[config.mk]
export PLATFORM = sky130hd
export DESIGN_NAME = aes_round_sequencer
export DESIGN_NICKNAME = d
export VERILOG_FILES = /design/src/rtl/aes_round_sequencer.sv
export SDC_FILE = /design/constraint.sdc
export NUM_CORES = 1
export LEC_CHECK = 0
export BUFFER_PORTS_ARGS = -buffer_cell sky130_fd_sc_hd__buf_4
export CORE_AREA = 5 5 254 256
export CTS_BUF_LIST = sky130_fd_sc_hd__clkbuf_8
export CTS_CLUSTER_DIAMETER = 50
export DETAILED_ROUTE_END_ITERATION = 10
export DIE_AREA = 0 0 259 261
export PLACE_DENSITY = 0.38
export SLEW_MARGIN = 0
export SYNTH_ARGS = -nofsm -noshare
export SYNTH_HDL_FRONTEND = slang
export SYNTH_SLANG_ARGS = --single-unit
[constraint.sdc]
create_clock -name i_clk -period 2.7 [get_ports i_clk]
set_input_delay 0.54 -clock i_clk [delete_from_list [all_inputs] [get_ports i_clk]]
set_output_delay 0.54 -clock i_clk [all_outputs]
set_load 0.02 [all_outputs]
[src/rtl/aes_round_sequencer.sv]
// aes_round_sequencer: iterative AES controller that runs an initial AddRoundKey and then
// NR passes through an external single-round datapath, returning the block on valid/ready.
module aes_round_sequencer #(
   parameter int NR       = 10,
   parameter int RK_IDX_W = 4
) (
   input  logic                i_clk,
   input  logic                i_rst_n,
   input  logic                i_valid,
   output logic                o_ready,
   input  logic                i_mode,
   input  logic [127:0]        i_din,
   output logic                o_valid,
   input  logic                i_ready,
   output logic [127:0]        o_dout,
   output logic                o_busy,
   output logic [RK_IDX_W-1:0] o_rk_idx,
   input  logic [127:0]        i_rk,
   output logic [127:0]        o_rf_state,
   output logic                o_rf_inv,
   output logic                o_rf_last,
   input  logic [127:0]        i_rf_result
);
   typedef enum logic [1:0] {IDLE, RUN, DONE} fsm_t;
   localparam logic [RK_IDX_W-1:0] NR_IDX = RK_IDX_W'(NR);
   fsm_t                fsm, fsm_nxt;
   logic [127:0]        state, state_nxt;
   logic [RK_IDX_W-1:0] rnd, rnd_nxt;
   logic                mode, mode_nxt;
   always_ff @(posedge i_clk or negedge i_rst_n) begin
      if (!i_rst_n) begin
         fsm   <= IDLE;
         state <= '0;
         rnd   <= '0;
         mode  <= 1'b0;
      end else begin
         fsm   <= fsm_nxt;
         state <= state_nxt;
         rnd   <= rnd_nxt;
         mode  <= mode_nxt;
      end
   end
   // decrypt walks the schedule backwards: key NR up front, then NR-1 down to 0
   always_comb begin
      fsm_nxt   = fsm;
      state_nxt = state;
      rnd_nxt   = rnd;
      mode_nxt  = mode;
      o_ready   = fsm == IDLE;
      o_valid   = fsm == DONE;
      o_busy    = fsm != IDLE;
      o_rf_last = fsm == RUN && rnd == NR_IDX;
      o_rk_idx  = fsm == IDLE ? (i_mode ? NR_IDX : '0) : (mode ? NR_IDX - rnd : rnd);
      case (fsm)
         IDLE: if (i_valid) begin
            state_nxt = i_din ^ i_rk;
            mode_nxt  = i_mode;
            rnd_nxt   = RK_IDX_W'(1);
            fsm_nxt   = RUN;
         end
         RUN: begin
            state_nxt = i_rf_result;
            if (o_rf_last) fsm_nxt = DONE;
            else rnd_nxt = rnd + 1'b1;
         end
         DONE: if (i_ready) fsm_nxt = IDLE;
         default: fsm_nxt = IDLE;
      endcase
   end
   assign o_dout     = state;
   assign o_rf_state = state;
   assign o_rf_inv   = mode;
endmodule

==> out/qor.yml <==
num_io_pins: 654
ys_seq_area_share_pct: 40.0
overflow: 0
cts_buffers: 17
drtIter0Drc: 364
ys.flop_type: "dfrtp_1"
setup_viol: 0
dp_hpwl_mm: 30.6
pwr_density_cell_nw_per_um2: 968
cellLeakagePower_nw: 6.86
cts_hold_buf: 1
grt_pass1_vias: 8381
worst-path-max-fanout: 14
cts_resized: 0
diodes: 0
worstPathArrival_ps: 1950
clk_pin_slew_ps: 80
hold_ws_ps: 273
area_growth_pct: 63.1
fillers: 6783
die_area_um2: 67600
final_common_cell: "buf_4"
final_nets: 1646
drive_gt1_share_pct: 55.4
cts.sinks: 135
hold_path.class: "primary input to flop"
syn-num-nets: 1143
avgSynthCellArea_um2: 11.2
p_total_mw: 13.3
finalClockSkew_ps: 11.2
layout_common_cells: "buf_4, dfrtp_1, xor2_1, a22o_1, a221o_1"
syn_area_um2: 8440
synthArstFlopShare_pct: 100
outcome: "completed"
placed_cell_area_um2: 13400
grtUsageTotal_pct: 10.7
dieWidth_um: 259
crit_path_end_kind: "output pin"
rows: 92
clkLatencyLatePin_ps: 520
drv_cap: 0
gp_congestion: 0.760
fmax_ghz: 0.402
fin_crit_ps: 2490
start_kind: "flop"
routed_wl_mm: 38.9
cts_root_buf: "clkbuf_8"
finalInstanceArea_um2: 13800
post_cts_buffers: 0
viasPerCell: 3.82
slew-limit-headroom_pct: 53.1
finalCritPeriodShare_pct: 92.2
grt_pass1_wl_mm: 54.5
antenna_left: 0
core_area_um2: 62300
num_vias: 8076
port-buffer-count: 653
yosysUniqueCellTypes: 31
crit_type: "flop to output pin"
synth_edf_count: 0
maxSlewViolCount: 0
grt_antenna_before_repair: 0
yosys_warnings: 0
start_util_pct: 13.5
fp.dieH_um: 261
clk_path_buf_depth: 2
worst_pin_slew_ps: 703
rsz0062_at_grt: "false"
cts_max_level: 4
dr.pass1.iters: 4
grt_max_degree: 69
synth-seq-cells: 135
finalHoldViolCount: 0
drcViolationCount: 0
cts_tree: "built"
netlist_instances: 752
tns_ps: 0
cp.required_ps: 2160
vdd_drop_max_mv: 0.366
wl_per_cell_um: 18.4
[through the flow]
step	utilization (%)	instances	worst slack (ps)
6_report	22.1	2113	211
5_1_grt	22.1	2113	25.8
4_1_cts	22.1	2113	128
3_5_place_dp	21.5	2081	715
3_3_place_gp	21.5	2081	732
2_1_floorplan	-	752	675
[power by group]
| part | leakage, nW | internal (mW) | switching, mW | total [mW] |
|---|---|---|---|---|
| sequential | 1.60 | 2.79 | 1.03 | 3.82 |
| clock | 0.184 | 0.749 | 0.895 | 1.64 |
| combinational | 5.08 | 3.67 | 4.18 | 7.85 |
[final timing paths]
check,startpoint,end,slack [ps],cells past startpoint
min in group asynchronous,i_rst_n,o_dout[101],480,2
min reg2reg,o_dout[70],o_dout[70],580,1
max reg2reg,fsm[1],o_dout[67],710,5
min,i_mode,o_rf_inv,270,2
max,fsm[1],o_rk_idx[3],210,5
max in group asynchronous,i_rst_n,o_dout[33],1500,3
[area by class of cell]
cell class	instances	area (µm²)	area share, %
multi-input combinational	426	3810	27.7
sequential	135	3380	24.6
clock buffer	19	262	1.90
timing repair buffer	670	5140	37.3
tap	846	1060	7.70
inverter	5	18.8	0.136
clock inverter	12	90.1	0.655
[flip-flops by register name, indices dropped and copies added (netlist names)]
name,flops
fsm,2
rnd,4
o_rf_inv,1
o_dout,128
[logic make-up after synthesis]
kind of cell / count (synthesis) / synth area share [%]
adder cells (fa/ha/maj): 2 / 0.297
multiplexers: 2 / 0.252
flip-flops: 135 / 40.0
AND/OR/NAND/NOR: 25 / 1.54
buffers and inverters: 191 / 15.0
AO/OA/AOI/OAI: 268 / 29.4
XOR/XNOR: 129 / 13.4
[critical path, stage by stage, from the launching register on]
cell and delay [ps]:
dfrtp_4 550, or2_2 340, inv_2 100, a311oi_1 50, nor3_1 210, buf_4 180
[layer usage]
| layer | share of wire [%] | global-route usage (%) | up-vias |
|---|---|---|---|
| met1 | 38 | 12.0 | 3915 |
| met2 | 54 | 19.5 | 370 |
| li1 | - | - | 3770 |
| met5 | 0 | 0 | - |
| met3 | 7.2 | 3.28 | 21 |
| met4 | 1.2 | 3.05 | 0 |
[cell usage after synthesis (2+ instances only)]
cell / count / area, µm²
inv_1: 4 / 15.0
ha_1: 2 / 25.0
o21ai_0: 5 / 25.0
o311ai_0: 2 / 17.5
dfrtp_1: 135 / 3380
xor2_1: 128 / 1120
buf_4: 141 / 1060
a22o_1: 128 / 1120
nor2b_1: 2 / 12.5
nor3_1: 2 / 10.0
a221o_1: 128 / 1280
clkbuf_1: 28 / 105
nand3_1: 4 / 20.0
buf_2: 17 / 85.1
nor2_1: 7 / 26.3
nand2_1: 4 / 15.0
Note: power is estimated with default switching activity, not from simulation.
